$ cat src/rtl/serial_add_pkg.sv
// Shared types for the bit-serial adder controller: FSM states and the
// bit-counter width helper.
package serial_add_pkg;

    typedef enum logic [1:0] {
        IDLE  = 2'd0,
        SHIFT = 2'd1,
        DONE  = 2'd2
    } state_t;

    // The counter must reach WIDTH-1 without wrapping.
    function automatic int cnt_width(input int width);
        return (width < 2) ? 1 : $clog2(width);
    endfunction

endpackage

$ cat src/rtl/serial_add_ctrl.sv
// Bit-serial adder controller: feeds an external one-bit full adder LSB first,
// keeps the carry between bits and returns the assembled WIDTH-bit sum.
module serial_add_ctrl
    import serial_add_pkg::*;
#(
    parameter int WIDTH = 8
) (
    input  logic             clk,
    input  logic             rst,
    input  logic             in_valid,
    output logic             in_ready,
    input  logic [WIDTH-1:0] in_a,
    input  logic [WIDTH-1:0] in_b,
    input  logic             in_cin,
    output logic             fa_a,
    output logic             fa_b,
    output logic             fa_cin,
    output logic             fa_active,
    input  logic             fa_sum,
    input  logic             fa_cout,
    output logic             out_valid,
    input  logic             out_ready,
    output logic [WIDTH-1:0] out_sum,
    output logic             out_cout,
    output state_t           o_dbg_state
);

    localparam int CNT_W = cnt_width(WIDTH);
    localparam logic [CNT_W-1:0] LAST_BIT = CNT_W'(WIDTH - 1);

    state_t             r_state;
    state_t             w_next_state;
    logic [WIDTH-1:0]   r_a_sh;
    logic [WIDTH-1:0]   r_b_sh;
    logic [WIDTH-1:0]   r_res_sh;
    logic               r_carry;
    logic [CNT_W-1:0]   r_cnt;
    logic               w_shift;
    logic               w_done;

    // Handshakes: a transfer happens on a rising edge where valid && ready.
    // in_ready is high only in IDLE; out_valid only in DONE, and the result
    // is held unchanged until out_ready completes the transfer.
    always_comb begin
        w_next_state = r_state;
        case (r_state)
            IDLE:    if (in_valid)           w_next_state = SHIFT;
            SHIFT:   if (r_cnt == LAST_BIT)  w_next_state = DONE;
            DONE:    if (out_ready)          w_next_state = IDLE;
            default:                         w_next_state = IDLE;
        endcase
    end

    assign w_shift     = (r_state == SHIFT);
    assign w_done      = (r_state == DONE);
    assign in_ready    = (r_state == IDLE);
    assign fa_active   = w_shift;
    assign o_dbg_state = r_state;

    // Shift registers drain to zero, so the operand bits are already 0 outside
    // SHIFT; the carry holds the final cout in DONE and must be masked.
    assign fa_a      = r_a_sh[0];
    assign fa_b      = r_b_sh[0];
    assign fa_cin    = r_carry & w_shift;

    assign out_valid = w_done;
    assign out_sum   = w_done ? r_res_sh : '0;
    assign out_cout  = w_done & r_carry;

    always_ff @(posedge clk or posedge rst) begin
        if (rst) begin
            r_state  <= IDLE;
            r_a_sh   <= '0;
            r_b_sh   <= '0;
            r_res_sh <= '0;
            r_carry  <= 1'b0;
            r_cnt    <= '0;
        end else begin
            r_state <= w_next_state;
            case (r_state)
                IDLE: begin
                    if (in_valid) begin
                        r_a_sh   <= in_a;
                        r_b_sh   <= in_b;
                        r_res_sh <= '0;
                        r_carry  <= in_cin;
                        r_cnt    <= '0;
                    end
                end
                SHIFT: begin
                    r_res_sh <= {fa_sum, r_res_sh[WIDTH-1:1]};
                    r_carry  <= fa_cout;
                    r_a_sh   <= {1'b0, r_a_sh[WIDTH-1:1]};
                    r_b_sh   <= {1'b0, r_b_sh[WIDTH-1:1]};
                    r_cnt    <= r_cnt + CNT_W'(1);
                end
                default: ;
            endcase
        end
    end

endmodule

$ cat config.mk
export PLATFORM = sky130hd
export DESIGN_NAME = serial_add_ctrl
export DESIGN_NICKNAME = d
export VERILOG_FILES = /design/src/rtl/serial_add_pkg.sv /design/src/rtl/serial_add_ctrl.sv
export SDC_FILE = /design/constraint.sdc
export NUM_CORES = 1
export LEC_CHECK = 0
export CAP_MARGIN = 20
export CORE_ASPECT_RATIO = 1.75
export CORE_MARGIN = 2
export CORE_UTILIZATION = 49
export CTS_BUF_LIST = sky130_fd_sc_hd__clkbuf_4
export CTS_CLUSTER_DIAMETER = 80
export CTS_CLUSTER_SIZE = 24
export DETAILED_ROUTE_END_ITERATION = 8
export HOLD_SLACK_MARGIN = 0.08
export PLACE_DENSITY = 0.91
export RECOVER_POWER = 25
export SETUP_SLACK_MARGIN = 0.1
export SYNTH_ARGS = -nofsm -noshare
export SYNTH_HDL_FRONTEND = slang
export SYNTH_SLANG_ARGS = --single-unit
$ cat constraint.sdc
create_clock -name clk -period 1.5 [get_ports clk]
set_clock_uncertainty 0.05 [all_clocks]
set_input_delay 0.15 -clock clk [delete_from_list [all_inputs] [get_ports clk]]
set_output_delay 0.15 -clock clk [all_outputs]
set_load 0.02 [all_outputs]
==> run_results.csv <==
group,metric,value,unit
timing,finalCritPeriodShare,101,%
detailed_routing,drc,0,
final_layout,final_cell_area,0.00225,mm2
timing,final-max-slew-violation-count,0,
run,cap_violations,0,
detailed_routing,wl,3.94,mm
final_layout,fill_cells,171,
timing,tightest_slew,744,ps
floorplanning,die_h,75.4,um
power,power_density,1850,mW/mm2
setup_path,critPathArrivalTime,1310,ps
setup_path,critPathKind,"flop to output pin",
global_route,gr-total-overflow,0,
place,dp_slack,-93.8,ps
logic_synthesis,synth_area,0.00143,mm2
power,leakage,1.03,nW
logic_synthesis,synth_cell_types,29,
place,gp_congestion,0.774,
final_layout,nets,225,
setup_path,start_kind,"flop",
power,ir_drop,1.59,mV
cts,numCtsBuffers,5,
logic_synthesis,synth_nets,164,
detailed_routing,vias,1328,
place,dpl_cell_area,0.00192,mm2
timing,slew_headroom,50.4,%
timing,fmax,662,MHz
detailed_routing,postRouteAntennaNets,0,
global_route,antenna_found_initial,0,
cts,clockBufferDepth,2,
cts,cts.sinks,30,
power,p_comb_share,50.0,%
timing,final-setup-viol-count,9,
timing,setup_ws,-11.2,ps
global_route,first_global_vias,1379,
floorplanning,coreArea,0.00275,mm2
logic_synthesis,yosys_warnings,0,
logic_synthesis,synth_edf_count,0,
timing,rsz0062_at_grt,"yes",
detailed_routing,first_pass_iters,4,
power,pwr-share-clk,15.2,%
cts,clkLatencyLatePin,330,ps
setup_path,end_kind,"output pin",
cts,h-tree-depth,2,
floorplanning,die_x,44.8,um
final_layout,drive_gt1_share,40.8,%
detailed_routing,drt_iter0_drc,27,
logic_synthesis,synthArstFlopShare,100,%
floorplanning,ios,40,
detailed_routing,wl_per_cell,17.3,um
setup_path,worstPathMaxFanout,6,
power,swShare,37.1,%
detailed_routing,vias_per_cell,5.82,
cts,root_buffer,"clkbuf_4",
place,dp_hpwl,2.52,mm
cts,cts_tree,"built",
final_layout,synthToLayoutAreaGrowth,57.6,%
timing,final_hold_viol_count,0,
power,power,4.17,mW
final_layout,diodes,0,
cts,cts_hold_buf,0,
setup_path,required,1300,ps
global_route,grt_pass1_wl,5.97,mm
global_route,grt_use_total,24.6,%
power,p_switching,1.55,mW
floorplanning,num_rows,25,
logic_synthesis,ys_seq_area_share,52.5,%
status,status,"complete, but fails checks",
min_path,hold_path.class,"primary input to flop",
floorplanning,start_util,51.9,%
logic_synthesis,synthCells,139,
setup_path,r2r_slack,0,ps
power,seqPwrFrac,34.8,%
global_route,grt_max_degree,31,
logic_synthesis,synth-seq-cells,30,
floorplanning,die_area,0.00338,mm2
timing,period_minus_slack,1510,ps
status,violations,"setup timing",
place,place.port_buffers,39,
power,p_int,2.62,mW
logic_synthesis,avgSynthCellArea,10.3,um2
logic_synthesis,synthFlopType,"dfrtp_1",
cts,clk_pin_slew,90,ps
-- power by group through the flow --
stage,clock (mW),sequential [mW],combinational [mW]
finish,0.633,1.45,2.09
global route,0.676,1.50,2.24
CTS,0.641,1.42,1.73
detailed placement,0,1.42,1.62
global placement,0,1.39,1.53
floorplan,0,1.41,0.989
-- area by class of cell --
type,count,area [um2],area share (%)
multi-input cells,94,723,32.1
clock buffers,5,37.5,1.67
flip-flops and latches,30,752,33.4
clock inverters,3,40.0,1.78
inverters,6,25.0,1.11
repair buffers,63,641,28.4
well taps,27,33.8,1.50
-- metal layers --
layer	part of all wire (%)	up-vias	global-route usage, %
met4	3.0	0	12.1
met3	4.4	10	6.40
li1	-	617	-
met5	0	-	0
met1	33	645	25.8
met2	59	56	44.4
-- worst max-delay path, cell delays in order (launching register included) --
cell	delay, ps
dfrtp_2	450
nor2b_4	160
buf_6	130
and2_1	130
buf_6	120
-- timing repair --
item	4_1_cts	5_1_grt
cloned	1	2
setup endpoints to repair	21	30
resized for setup	99	36
pin swaps	4	2
setup buffers	2	3
endpoints found under the hold margin	0	0
-- synthesized netlist by cell type (2+ instances only) --
master	n	share of area (%)
a21oi_1	3	1.1
nor2b_1	2	0.88
nor2_1	9	2.4
buf_2	4	1.4
dfrtp_1	30	53
nor3b_1	2	1.1
inv_1	4	1.1
nor3_1	23	8.1
nand3b_1	2	1.1
ha_1	2	1.8
nand2b_2	2	1.2
nand2b_1	4	1.8
nand2_1	6	1.6
a221o_1	3	2.1
buf_4	4	2.1
and2_1	10	4.4
o21ai_1	6	2.1
a22o_1	10	6.1
o22a_1	2	1.2
inv_2	2	0.53
-- state kept, by name (all words and copies together), names as in the netlist --
name         flops
r_res_sh         8
o_dbg_state      2
r_cnt            3
r_a_sh           8
r_carry          1
r_b_sh           8
-- cells in the final DEF, fill, tap and decap left out, drive strengths merged, types with 2 or more instances in the layout --
cell           netlist  final
a22o                10     10
a221o                3      3
nand3b               2      2
nor2b                2      2
nand2                6      6
clkdlybuf4s50        0     21
nor2                 9      9
buf                  9     36
o21ai                7      7
o22a                 2      2
inv                  6      6
a21oi                3      3
o221a                2      2
clkbuf               1      7
nor3b                2      2
dlygate4sd2          0      2
dfrtp               30     30
nor3                23     23
and2                10     10
clkinv               0      2
ha                   2      2
nand2b               6      7
-- path summary, 6_finish.rpt --
kind,to,start,cells after the start
worst max-delay path,out_sum[2],o_dbg_state[0],4
worst min-delay path,o_dbg_state[1],out_ready,2
worst max register to register,r_a_sh[3],o_dbg_state[0],5
worst min register to register,r_b_sh[7],r_b_sh[7],1
max in group asynchronous,o_dbg_state[0],rst,3
min in group asynchronous,o_dbg_state[0],rst,3
-- per-stage QoR --
stage               instances  utilization, %  hold WS, ps  setup TNS, ps
floorplan                 139               -          190              0
detailed placement        212            69.7          438           -930
CTS                       223            75.4          133          -56.0
finish                    228            81.8          318          -40.5
global placement          212            69.7          419           -359
global route              228            81.8          314           -537
-- kinds of logic (layout without fill, tap and decap cells) --
logic type | count (synthesis) | in the layout | share of synthesized area, %
and+or+nand+nor | 60 | 61 | 22.3
AOI/OAI and AO/OA | 31 | 31 | 17.2
DFF | 30 | 30 | 52.5
buffers and inverters | 16 | 77 | 6.13
adders and majority gates | 2 | 2 | 1.75
Power figures use the tool's default switching activity.
